===== src/rtl/udp_rx_strip.sv =====
// udp_rx_strip
//   Receive-side UDP header stripper on a fifo19 stream. Consumes padded
//   Ethernet/IPv4/UDP frames, checks ethertype, IP version/IHL, protocol,
//   destination IP and destination port against the settings registers.
//   The 2-byte pad plus the 42-byte header (22 lines) are removed and only
//   the UDP payload is forwarded. Frames that fail a check, end early, or
//   arrive while disabled are discarded whole and counted in `dropped`.
//
// Ports
//   clk, reset        rising-edge clock, synchronous active-high reset
//   clear             synchronous abort of the current frame, zeroes dropped
//   set_stb/addr/data settings bus: BASE+0 port, BASE+1 IPv4 addr, BASE+2 enable
//   datain            {occ, eof, sof, data[15:0]}, src_rdy_i / dst_rdy_o
//   dataout           payload in the same format, src_rdy_o / dst_rdy_i
//   dropped           number of discarded frames (wraps)
//
// Handshake: a line moves across a port only on a rising edge where that
// port's src_rdy and dst_rdy are both 1; nothing else changes any state.
module udp_rx_strip #(
  parameter logic [7:0] BASE = 8'd0
) (
  input  logic        clk,
  input  logic        reset,
  input  logic        clear,
  input  logic        set_stb,
  input  logic [7:0]  set_addr,
  input  logic [31:0] set_data,
  input  logic [18:0] datain,
  input  logic        src_rdy_i,
  output logic        dst_rdy_o,
  output logic [18:0] dataout,
  output logic        src_rdy_o,
  input  logic        dst_rdy_i,
  output logic [15:0] dropped
);

  localparam logic [7:0] ADDR_PORT = BASE;
  localparam logic [7:0] ADDR_IP   = BASE + 8'd1;
  localparam logic [7:0] ADDR_EN   = BASE + 8'd2;

  typedef enum logic [1:0] {
    HDR     = 2'd0,
    PAYLOAD = 2'd1,
    DROP    = 2'd2
  } state_t;

  state_t      state;
  logic [4:0]  cnt;         // index of the next expected header line; 0 = waiting for SOF
  logic        first_flag;  // marks the first payload transfer as SOF
  logic [15:0] port;
  logic [31:0] ip;
  logic        enable;

  logic        sof;
  logic        eof;
  logic [15:0] word;
  logic [4:0]  line_idx;
  logic        garbage;
  logic        hdr_fail;

  assign word = datain[15:0];
  assign sof  = datain[16];
  assign eof  = datain[17];

  // SOF always restarts the header at line 0, even mid-header.
  assign line_idx = sof ? 5'd0 : cnt;
  // Without SOF and with the counter at 0 we are between frames.
  assign garbage  = !sof && (cnt == 5'd0);

  // Settings registers; clear leaves them untouched.
  always_ff @(posedge clk) begin
    if (reset) begin
      port   <= 16'd0;
      ip     <= 32'd0;
      enable <= 1'b0;
    end else if (set_stb) begin
      if (set_addr == ADDR_PORT) port   <= set_data[15:0];
      if (set_addr == ADDR_IP)   ip     <= set_data;
      if (set_addr == ADDR_EN)   enable <= set_data[0];
    end
  end

  // Per-line header check for the line currently on datain.
  always_comb begin
    hdr_fail = !enable;
    case (line_idx)
      5'd7:    if (word != 16'h0800)     hdr_fail = 1'b1;
      5'd8:    if (word != 16'h4500)     hdr_fail = 1'b1;
      5'd12:   if (word[7:0] != 8'd17)   hdr_fail = 1'b1;
      5'd16:   if (word != ip[31:16])    hdr_fail = 1'b1;
      5'd17:   if (word != ip[15:0])     hdr_fail = 1'b1;
      5'd19:   if (word != port)         hdr_fail = 1'b1;
      default: ;
    endcase
  end

  always_ff @(posedge clk) begin
    if (reset || clear) begin
      state      <= HDR;
      cnt        <= 5'd0;
      first_flag <= 1'b0;
      dropped    <= 16'd0;
    end else begin
      case (state)
        HDR: begin
          if (src_rdy_i && !garbage) begin
            if (hdr_fail) begin
              cnt <= 5'd0;
              if (eof) dropped <= dropped + 16'd1;
              else     state   <= DROP;
            end else if (eof) begin
              // Runt, including a header-only frame ending on line 21.
              dropped <= dropped + 16'd1;
              cnt     <= 5'd0;
            end else if (line_idx == 5'd21) begin
              state      <= PAYLOAD;
              first_flag <= 1'b1;
              cnt        <= 5'd0;
            end else begin
              cnt <= line_idx + 5'd1;
            end
          end
        end
        PAYLOAD: begin
          if (src_rdy_i && dst_rdy_i) begin
            first_flag <= 1'b0;
            if (eof) state <= HDR;
          end
        end
        DROP: begin
          if (src_rdy_i && eof) begin
            dropped <= dropped + 16'd1;
            state   <= HDR;
          end
        end
        default: begin
          state <= HDR;
          cnt   <= 5'd0;
        end
      endcase
    end
  end

  // Zero-latency pass-through in PAYLOAD; the SOF bit is regenerated so it
  // marks the first payload line rather than the frame's pad line.
  always_comb begin
    if (state == PAYLOAD) begin
      dst_rdy_o = dst_rdy_i;
      src_rdy_o = src_rdy_i;
      dataout   = {datain[18:17], first_flag, datain[15:0]};
    end else begin
      dst_rdy_o = 1'b1;
      src_rdy_o = 1'b0;
      dataout   = 19'd0;
    end
  end

endmodule


===== config.mk =====
export PLATFORM = sky130hd
export DESIGN_NAME = udp_rx_strip
export DESIGN_NICKNAME = d
export VERILOG_FILES = /design/src/rtl/udp_rx_strip.sv
export SDC_FILE = /design/constraint.sdc
export NUM_CORES = 1
export LEC_CHECK = 0
export ABC_CLOCK_PERIOD_IN_PS = 2700
export CORE_MARGIN = 2
export CORE_UTILIZATION = 50
export CTS_CLUSTER_SIZE = 12
export DETAILED_ROUTE_END_ITERATION = 12
export PLACE_DENSITY = 0.81
export SYNTH_ARGS = -nofsm -noshare
export SYNTH_HDL_FRONTEND = slang
export SYNTH_SLANG_ARGS = --single-unit

===== constraint.sdc =====
create_clock -name clk -period 2.7 [get_ports clk]
set_input_delay 0.27 -clock clk [delete_from_list [all_inputs] [get_ports clk]]
set_output_delay 0.27 -clock clk [all_outputs]
set_load 0.05 [all_outputs]

---- Yosys cells after proc, flatten, opt, wreduce, memory -nomap -nowiden ----
Cells that the tools add are included.
word-level totals
  register bits after elaboration ......... 73
  bits in latches ......................... 0
  bits in writable memories ............... 0
  memory bits (read-only) ................. 0
  bits of input ports ..................... 65
  output and inout port bits .............. 37
  logic and storage cells ................. 92
  memories kept ........................... 0
operators by class
  add/sub/neg operators ................... 2
  multipliers ............................. 0
  divide/modulo/power cells ............... 0
  magnitude comparators ................... 0
  eq/ne operators ......................... 26
  shifts and indexed selects .............. 0
  muxes and demuxes ....................... 35
  bitwise operators ....................... 1
  reductions and logical operators ........ 21
operators by type and width
  operator                                                               count
  16-bit two-way mux                                                     3
  16-bit != test                                                         3
  16-bit case mux with 2 select lines                                    1
  5-bit two-way mux                                                      5
  5-bit equality test, second input constant                             4
  19-bit two-way mux                                                     1
  16-bit by 1-bit adder with 16-bit output, second input constant        1
  2-bit two-way mux                                                      8
  16-bit by 12-bit != test with 1-bit output, second input constant      1
  16-bit by 15-bit != test with 1-bit output, second input constant      1
  2-bit != test, second input constant                                   8
  1-bit two-way mux                                                      13
  6-bit AND reduction                                                    2
  5-bit by 4-bit equality test with 1-bit output, second input constant  2
  5-bit case mux with 2 select lines                                     1
  8-bit by 1-bit equality test with 1-bit output, second input constant  1
  8-bit by 2-bit equality test with 1-bit output, second input constant  1
  8-bit zero test                                                        1
  8-bit by 5-bit != test with 1-bit output, second input constant        1
  2-bit AND reduction                                                    4
  1-bit case mux with 6 select lines                                     1
  2-bit case mux with 3 select lines                                     1
  5-bit by 1-bit adder with 5-bit output, second input constant          1
  5-bit by 3-bit equality test with 1-bit output, second input constant  1
  other kinds (13)                                                       19

---- Depth between registers and ports, before layout ----
Gate-level depths: netlist of the first run.
  depth after elaboration ................. 7
  depth in mapped cells ................... 11
  depth with buffers taken out ............ 9

---- Least setup slack after synthesis of the first run ----
OpenSTA, ideal clock, no wires.
  kind .................................... register to register
  from .................................... register cnt[1]
  to ...................................... register state[0]
  library setup time ...................... 0.079 ns
  arrival ................................. 2.306 ns
  required time ........................... 2.621 ns
  setup slack ............................. 0.315 ns
  stages on the path, launching flop included .. 10
  path buffers ............................ 1
  clock period less this slack ............ 2.385 ns
  cell sequence ........................... dfxtp_1 -> buf_4 -> mux2i_1 -> o221ai_1 -> or4_1 -> o311ai_0 -> o311ai_2 -> o31ai_4 -> nand3_1 -> a211oi_2
on the way
  cells in the longest elaborated chain, start to end .. 6
  elaborated cells on any way between the ends .. 19
  classes of those cells .................. eq/ne: 9; mux: 5; reduce/logical: 5
ends and longest elaborated chain
  item                                                                              RTL line  text
  start: declaration                                                                48        logic [4:0] cnt;
  start signal: assignment                                                          120       cnt <= line_idx + 5'd1;
  5-bit two-way mux / 5-bit zero test (equally long branches)                       66, 68
  5-bit equality test (tied with other cells)                                       86        case (line_idx)
  1-bit case mux with 6 select lines / 1-bit zero test (equally long branches)      86, 106
  2-bit two-way mux / 1-bit logical AND (equally long branches)                     107, 106
  2-bit two-way mux / 2-bit != test (equally long branches)                         -
  2-bit case mux with 3 select lines / 6-bit AND reduction (equally long branches)  -
  end signal: assignment                                                            99        state <= HDR;
  end signal: assignment                                                            110       else state <= DROP;
  end signal: assignment                                                            116       state <= PAYLOAD;
  end: declaration                                                                  47        state_t state;
Several ways; a longest one is shown, not always the timed one. The select of a mux whose other input is x is not followed.
A chain may end at the register's enable or synchronous reset.

---- Worst setup path after layout of the first run ----
  from .................................... register cnt[1]
  to ...................................... register cnt[0]
on the way
  cells in the longest elaborated chain, start to end .. 7
  elaborated cells on any way between the ends .. 20
  classes of those cells .................. eq/ne: 8; mux: 7; reduce/logical: 5
ends and longest elaborated chain
  item                                RTL line  text
  5-bit two-way mux                   66        assign line_idx = sof ? 5'd0 : cnt;
  5-bit equality test                 115       end else if (line_idx == 5'd21) begin
  5-bit two-way mux                   115
  5-bit two-way mux                   111       end else if (eof) begin
  5-bit two-way mux                   107       if (hdr_fail) begin
  5-bit two-way mux                   106       if (src_rdy_i && !garbage) begin
  5-bit case mux with 2 select lines  104       case (state)
Several ways; a longest one is shown, not always the timed one. The select of a mux whose other input is x is not followed.

==> impl_metrics.json, run 1 <==
{
  "critPathCaptureType": "register",
  "finish.utilization_pct": 70.24,
  "ys_ff_latch": 73,
  "max_cap_viol_count": 0,
  "drc": 0,
  "p_seq_share_pct": 46.3,
  "yosysSeqAreaShare_pct": 35.59,
  "hp-start": "ip[1]",
  "cts-hold-fix-buffers": 0,
  "p_sw_mw": 0.5101,
  "crit_path_start": "cnt[1]",
  "initial_utilization_pct": 50.74,
  "setup_ws_ns": 0.1138,
  "ir_drop_mv": 0.3526,
  "fmax_mhz": 386.7,
  "clkPwrFrac_pct": 45.4,
  "post_drt_wl_per_cell_um": 16.34,
  "portBuffers": 101,
  "cts_sinks": 73,
  "async_flop_share_pct": 0,
  "cts_setup_buffers": 0,
  "worstReg2RegStart": "cnt[1]",
  "avgSynthCellArea_um2": 7.943,
  "diodes": 0,
  "crit_type": "register to register",
  "die_h_um": 94.63,
  "drive_gt1_share_pct": 12.54,
  "finalNetCount": 703,
  "htreeDepth": 3,
  "grt_pass1_wl_um": 19120,
  "post-place-ws_ns": -0.1565,
  "clock_path_buffers": 2,
  "hold_path.class": "register to register",
  "path_clk_slew_ns": 0.08,
  "numCtsBuffers": 9,
  "hold_viol": 0,
  "regArea_um2": 1464,
  "fin_tns_setup_ns": 0,
  "syn-cell-area_um2": 4106,
  "synth_edf_count": 0,
  "wl_um": 12140,
  "routabilityCongestion": 0.9389,
  "dr_total_vias": 4299,
  "tightest_slew_ns": 0.6834,
  "crit_arrival_ns": 2.87,
  "p_per_area_nw_per_um2": 410.3,
  "die_w_um": 94.63,
  "rows": 33,
  "synth_most_common_cell": "nand2_1",
  "yosysWarnings": 0,
  "hold_slack_ns": 0.4509,
  "nFillCells": 655,
  "p_sw_share_pct": 21.87,
  "cellLeakagePower_nw": 2.155,
  "synth_nets": 586,
  "setup_viol": 0,
  "clkLatencyLatePin_ns": 0.35,
  "core_um2": 8093,
  "grt_antenna_before_repair": 0,
  "fin_crit_sh_pct": 95.79,
  "vias_per_cell": 5.786,
  "multi_input_area_um2": 2467,
  "drtIter0Drc": 195,
  "grt_pass1_vias": 4122,
  "syn_inst": 517,
  "grt_start_max_net_pins": 51,
  "io_pins": 102,
  "cts_tree": "done",
  "cp_max_fo": 7,
  "ys_types": 65,
  "p_comb_share_pct": 8.4,
  "slew_headroom_pct": 53.96,
  "yosys-top-cells-area": "dfxtp_1 (36%), nand2_1 (8.2%), a21oi_1 (5.5%)",
  "area_delta_synth_final_pct": 38.42,
  "rsz0062_at_grt": "yes",
  "overflow": 0,
  "required_ns": 2.99,
  "drv_slew": 0,
  "yosysTopAreaCell": "dfxtp_1",
  "final_cell_count_no_fill": 743,
  "crit_path_start_kind": "register",
  "drt_first_pass_iters": 5,
  "hpwl_um": 8864,
  "yosys_most_used_dff": "dfxtp_1",
  "grt.total_usage_pct": 27.21,
  "synth_top_area_share_pct": 35.59,
  "period_minus_slack_ns": 2.586,
  "p_int_mw": 1.822,
  "cts-root-buf": "clkbuf_8",
  "die_area_um2": 8954,
  "status": "complete, no violations",
  "postRouteAntennaNets": 0,
  "dp_cells": 728,
  "skew_ns": 0.005610,
  "synthTopCellsByCount": "nand2_1 (90), dfxtp_1 (73), nor2_1 (49), a21oi_1 (45), and2_1 (24)"
}
[cell type report]
| cell class | count | share of cell area (%) |
|---|---|---|
| timing repair buffer | 139 | 23.62 |
| tap | 105 | 2.311 |
| multi-input combinational | 401 | 43.41 |
| clock inverter | 5 | 1.827 |
| clock buffer | 10 | 2.421 |
| sequential | 73 | 25.75 |
| inverter | 10 | 0.6604 |
[cell families (layout without fill, tap and decap cells)]
group	Yosys count	in the layout	synth area share [%]
AND/OR/NAND/NOR	234	234	27.88
AO/OA/AOI/OAI	113	113	18.59
flip-flops	73	73	35.59
buffers and inverters	43	164	4.601
multiplexers	35	35	8.927
XOR/XNOR	15	15	3.199
adder cells (fa/ha/maj)	4	4	1.219
[placed cells by master, fill, tap and decap left out, types with 3 or more instances in the layout]
cell type        Yosys  final
a221oi_1             4      4
bufinv_16            0      3
dlymetal6s2s_1       0     12
ha_1                 4      4
and3_1               5      5
nand3b_1             4      4
o21ai_0             13     13
o21a_1               4      4
or4_1                3      3
xnor2_1              4      4
o22ai_1              3      3
mux2_2              12     12
nor3_1               8      7
a21oi_1             45     45
nand2_1             90     90
nand3_1             10     10
clkbuf_8             0     10
inv_1                9      9
nor2b_1              3      3
nand2b_1             6      6
buf_4                3     36
nor3b_1              3      3
nand4_1              9      9
nor4_1               4      4
mux2i_1             22     22
nor2_1              49     49
dfxtp_1             73     71
a22oi_1              9      9
or3_1                4      4
a31oi_1              5      5
clkdlybuf4s50_1      0     89
and2_1              24     24
xor2_1              11     11
[metrics by stage]
step | total power, mW | cell area [um^2]
floorplan | 1.163 | 4106
global placement | 1.293 | 5400
detailed placement | 1.295 | 5400
CTS | 2.324 | 5642
global route | 2.400 | 5684
finish | 2.333 | 5684
[layer usage]
layer	vias to the layer above	track usage, %	wire length, um
li1	2065	-	-
met4	0	12.44	367
met3	37	5.746	901
met2	196	45.45	5805
met1	2001	33.55	5064
met5	-	0	0
[sequential cells by signal, summed over array words and instances, names as in the netlist]
signal      flops
ip             32
state           2
first_flag      1
enable          1
cnt             5
port           16
dropped        16
[what timing repair did]
| item | CTS | global route |
|---|---|---|
| endpoints found under the hold margin | 0 | 0 |
| resized for setup | 0 | 19 |
| setup endpoints to repair | 0 | 21 |
[power by group through the flow]
stage	Combinational (mW)	Sequential (mW)	Clock (mW)
after global routing	0.210	1.08	1.11
after CTS	0.192	1.08	1.05
after global placement	0.189	1.10	0
after detailed placement	0.191	1.10	0
final	0.196	1.08	1.06
after floorplan	0.0580	1.11	0
[final timing paths]
path              endpoint  cells after the start  slack (ns)
setup / recovery    cnt[0]                      8        0.11
hold / removal       ip[1]                      2        0.45
setup reg to reg    cnt[0]                      8        0.11
hold reg to reg      ip[1]                      2        0.45
[critical path, stage by stage, from the launching register on]
cell      delay, ns
dfxtp_2        0.43
mux2_2         0.37
a22o_1         0.20
or4_1          0.52
o311ai_2       0.11
o311ai_2       0.19
o31ai_4        0.31
and2_1         0.20
a32o_1         0.18
(Power assumes the default switching activity.)
==> inputs of run 2 (changes only) <==
CORE_MARGIN = default   (was 2)
CORE_UTILIZATION = 45   (was 50)
PLACE_DENSITY = 0.74   (was 0.81)
==> impl_metrics.json, run 2 (synthesis gave the netlist of run 1 again) <==
{
  "status": "complete, no violations",
  "finish.utilization_pct": 62.98,
  "die_area_um2": 9511,
  "cts_tree": "done",
  "setup_ws_ns": 0.1333,
  "vias_per_cell": 5.628,
  "fin_tns_setup_ns": 0,
  "nFillCells": 763,
  "hold_slack_ns": 0.4542,
  "setup_viol": 0,
  "largest-register": "ip",
  "grt.total_usage_pct": 24.53,
  "total_power_mw": 2.125,
  "dr_total_vias": 4159,
  "multi_input_area_um2": 2470,
  "diodes": 0,
  "core_um2": 8763,
  "clock_path_buffers": 2,
  "crit_path_start_kind": "register",
  "cts-hold-fix-buffers": 0,
  "slew_headroom_pct": 61.16,
  "top_regs": "ip: 32 flops, dropped: 16 flops, port: 16 flops",
  "io_pins": 102,
  "regArea_um2": 1466,
  "numCtsBuffers": 9,
  "post_drt_wl_per_cell_um": 15.59,
  "routabilityCongestion": 0.8825,
  "p_comb_share_pct": 9.2,
  "p_int_mw": 1.617,
  "postPlaceCellArea_um2": 5311,
  "cellLeakagePower_nw": 1.897,
  "crit_type": "register to register",
  "hold_path.class": "register to register",
  "fmax_mhz": 389.6,
  "grt_antenna_before_repair": 0,
  "grt_start_max_net_pins": 51,
  "postRouteAntennaNets": 0,
  "die_h_um": 97.53,
  "initial_utilization_pct": 46.86,
  "hpwl_um": 8727,
  "overflow": 0,
  "final_common_cell": "nand2_1",
  "cts-root-buf": "clkbuf_8",
  "drive_gt1_share_pct": 14.42,
  "die_w_um": 97.53,
  "cts_sinks": 73,
  "p_per_area_nw_per_um2": 385.0,
  "drv_slew": 0,
  "rows": 34,
  "path_clk_slew_ns": 0.08,
  "ir_drop_mv": 0.3217,
  "rsz0062_at_grt": "yes",
  "required_ns": 2.96,
  "drc": 0,
  "critPathCaptureType": "register",
  "p_seq_share_pct": 50.7,
  "drt_first_pass_iters": 6,
  "layout_common_cells": "nand2_1 (90), clkdlybuf4s50_1 (83), dfxtp_1 (71)",
  "clkPwrFrac_pct": 40.1,
  "dp_cells": 723,
  "final_cell_count_no_fill": 739,
  "period_minus_slack_ns": 2.567,
  "clkLatencyLatePin_ns": 0.34,
  "cts_setup_buffers": 0,
  "finalNetCount": 695,
  "stdcell_area_um2": 5519,
  "post-place-ws_ns": -0.1643,
  "grt_pass1_wl_um": 18840,
  "crit_arrival_ns": 2.83,
  "largest_register_ffs": 32,
  "max_cap_viol_count": 0,
  "wl_um": 11520,
  "area_delta_synth_final_pct": 34.40,
  "fin_crit_sh_pct": 95.06,
  "htreeDepth": 3,
  "drtIter0Drc": 242,
  "hold_viol": 0,
  "skew_ns": 0.009955,
  "grt_pass1_vias": 3971,
  "p_sw_share_pct": 23.91,
  "p_sw_mw": 0.5081,
  "tightest_slew_ns": 0.5764,
  "portBuffers": 101,
  "cp_max_fo": 9
}
## run 2: cell types whose count changed in the layout (fill, tap and decap cells not counted), moves of 2 or more
cell	before	now
clkinvlp_4	0	3
dlymetal6s2s_1	12	0
buf_4	36	46
clkdlybuf4s50_1	89	83
bufinv_16	3	1
## run 2: area by class of cell
cell class	instances	share of cell area (%)
multi-input combinational	401	44.75
clock inverter	6	1.202
sequential	73	26.57
clock buffer	10	2.312
tap	108	2.448
inverter	10	0.6801
timing repair buffer	131	22.04
## run 2: worst paths after layout
path	cells past startpoint	slack [ns]	end	start
min	2	0.45	ip[12]	ip[12]
min reg2reg	2	0.45	ip[12]	ip[12]
max	9	0.13	cnt[1]	cnt[1]
max reg2reg	9	0.13	cnt[1]	cnt[1]
## run 2: critical path: stages (launching register included)
cell and delay (ns):
dfxtp_4 0.42, mux2_2 0.37, a22o_1 0.20, or4_1 0.52, o311ai_2 0.11, o311ai_2 0.19
o31ai_4 0.29, buf_4 0.17, a31oi_1 0.08, o22ai_1 0.15
## run 2: power by group through the flow
stage	registers [mW]	clock network [mW]	logic (mW)
final	1.08	0.851	0.196
after global routing	1.08	0.919	0.210
after CTS	1.08	0.873	0.194
after detailed placement	1.10	0	0.193
after global placement	1.10	0	0.191
after floorplan	1.11	0	0.0580
## run 2: what timing repair did
item,CTS,global route
setup endpoints to repair,3,9
resized for setup,1,7
pin swaps,0,1
## run 2: routing by layer
| metal | up-vias | track usage, % | wire [um] |
|---|---|---|---|
| met5 | - | 0 | 0 |
| met4 | 0 | 8.145 | 200 |
| met3 | 19 | 5.180 | 564 |
| met2 | 132 | 41.10 | 5434 |
| met1 | 1960 | 31.26 | 5323 |
| li1 | 2048 | - | - |
==> inputs of run 3 (changes only) <==
ABC_CLOCK_PERIOD_IN_PS = 2770   (was 2700)
clock period = 2.77 ns   (was 2.7 ns; I/O delays follow)
==> impl_metrics.json, run 3 (synthesis gave the netlist of run 1 again) <==
{
  "status": "complete, no violations",
  "slowest_stage": "or4_1",
  "reg2reg_slack_ns": 0.16,
  "crit_arrival_ns": 2.89,
  "worstReg2RegStart": "cnt[1]",
  "die_area_um2": 9511,
  "required_ns": 3.05,
  "fmax_mhz": 383.0,
  "numCtsBuffers": 9,
  "max_cap_viol_count": 0,
  "slew_headroom_pct": 54.46,
  "cts-root-buf": "clkbuf_8",
  "path_clk_slew_ns": 0.08,
  "stdcell_area_um2": 5579,
  "rows": 34,
  "finalNetCount": 696,
  "ir_drop_mv": 0.2744,
  "vias_per_cell": 5.708,
  "grt_pass1_vias": 4054,
  "portBuffers": 101,
  "io_pins": 102,
  "largest-register": "ip",
  "core_um2": 8763,
  "cellLeakagePower_nw": 1.878,
  "clock_path_buffers": 2,
  "htreeDepth": 3,
  "cts_setup_buffers": 0,
  "worst-path-buf-inv": 0,
  "final_common_cell": "clkdlybuf4s50_1",
  "hpwl_um": 8872,
  "cts_sinks": 73,
  "path_common_cell": "o311ai_2",
  "post_drt_wl_per_cell_um": 16.05,
  "initial_utilization_pct": 46.86,
  "routabilityCongestion": 0.8723,
  "die_h_um": 97.53,
  "top_regs": "ip: 32 flops, dropped: 16 flops, port: 16 flops",
  "hold_viol": 0,
  "drtIter0Drc": 262,
  "cts-resized-gates": 0,
  "cp_max_fo": 8,
  "grt_pass1_wl_um": 19710,
  "r2r_cells": 8,
  "drc": 0,
  "postPlaceCellArea_um2": 5364,
  "grt_antenna_before_repair": 0,
  "crit_path_start": "cnt[1]",
  "area_delta_synth_final_pct": 35.86,
  "die_w_um": 97.53,
  "regArea_um2": 1468,
  "cts-hold-fix-buffers": 0,
  "cts_tree": "done",
  "wl_um": 11880,
  "r2r-end": "state[0]",
  "crit_path_start_kind": "register",
  "period_minus_slack_ns": 2.611,
  "tightest_slew_ns": 0.6759,
  "crit_end": "state[0]",
  "drv_slew": 0,
  "diodes": 0,
  "cp.depth": 8,
  "nFillCells": 770,
  "timing.critical_path.cells": "mux2_2, a22o_1, or4_1, o311ai_2, o311ai_2, o31ai_4, nand3_1, a211oi_2",
  "grt.total_usage_pct": 25.55,
  "cp_top_family": "compound AO/OA/AOI/OAI gates",
  "final_cell_count_no_fill": 740,
  "skew_ns": 0.01099,
  "hold_path.class": "register to register",
  "postRouteAntennaNets": 0,
  "crit_type": "register to register",
  "grt_start_max_net_pins": 51,
  "critPathCaptureType": "register",
  "largest_register_ffs": 32,
  "rsz0062_at_grt": "no",
  "drive_gt1_share_pct": 12.03,
  "dp_cells": 724,
  "fin_tns_setup_ns": 0,
  "layout_common_cells": "clkdlybuf4s50_1 (101), nand2_1 (90), dfxtp_1 (70)",
  "fin_crit_sh_pct": 94.25,
  "dr_total_vias": 4224,
  "clkLatencyLatePin_ns": 0.35,
  "max_stage_delay_ns": 0.53,
  "multi_input_area_um2": 2474,
  "p_per_area_nw_per_um2": 376.1,
  "overflow": 0,
  "setup_viol": 0,
  "drt_first_pass_iters": 5
}
[run 3: cell types whose count changed in the layout (fill, tap and decap cells not counted), sizes merged]
cell / delta
clkinv: +1
clkdlybuf4s50: +18
clkbuf: +1
clkinvlp: -1
buf: -17
inv: -1
[run 3: area by class of cell]
class	count	area share, %
multi-input combinational	401	44.34
sequential	73	26.31
timing repair buffer	132	22.74
clock buffer	11	2.534
tap	108	2.422
clock inverter	5	0.9868
inverter	10	0.6728
[run 3: worst min-delay path by stage]
stage | startpoint | endpoint | slack (ns) | cells after the start
global route | ip[7] | ip[7] | 0.47 | 2
detailed placement | ip[7] | ip[7] | 0.44 | 2
floorplan | set_data[0] | ip[0] | 0.42 | 2
CTS | set_data[19] | ip[19] | 0.45 | 3
global placement | ip[1] | ip[1] | 0.44 | 2
finish | ip[1] | ip[1] | 0.45 | 2
[run 3: worst reg2reg max path: cells and delay by family, from the launching register on]
family	cells	cell delay [ns]
AO/OA/AOI/OAI	5	1.11
flip-flops	1	0.41
multiplexers	1	0.35
AND/OR/NAND/NOR	2	0.67
[run 3: power by group]
group,internal [mW],switching [mW]
Clock,0.438,0.418
Combinational,0.109,0.0827
Sequential,1.05,0.00154
Total,1.60,0.502
[run 3: stage by stage]
step	hold slack (ns)	setup slack, ns	total power [mW]	util (%)
floorplan	0.4175	0.3851	1.134	-
global placement	0.4356	-0.1159	1.262	61.21
detailed placement	0.4441	-0.2053	1.265	61.21
CTS	0.4517	0.02281	2.117	63.45
global route	0.4713	0.01499	2.185	63.66
finish	0.4533	0.1593	2.099	63.66
[run 3: metal layers]
metal  wire, um  GRT usage, %
met5          0             0
met4        134         6.222
met3        687         5.612
met2       5849         43.73
met1       5207         32.54
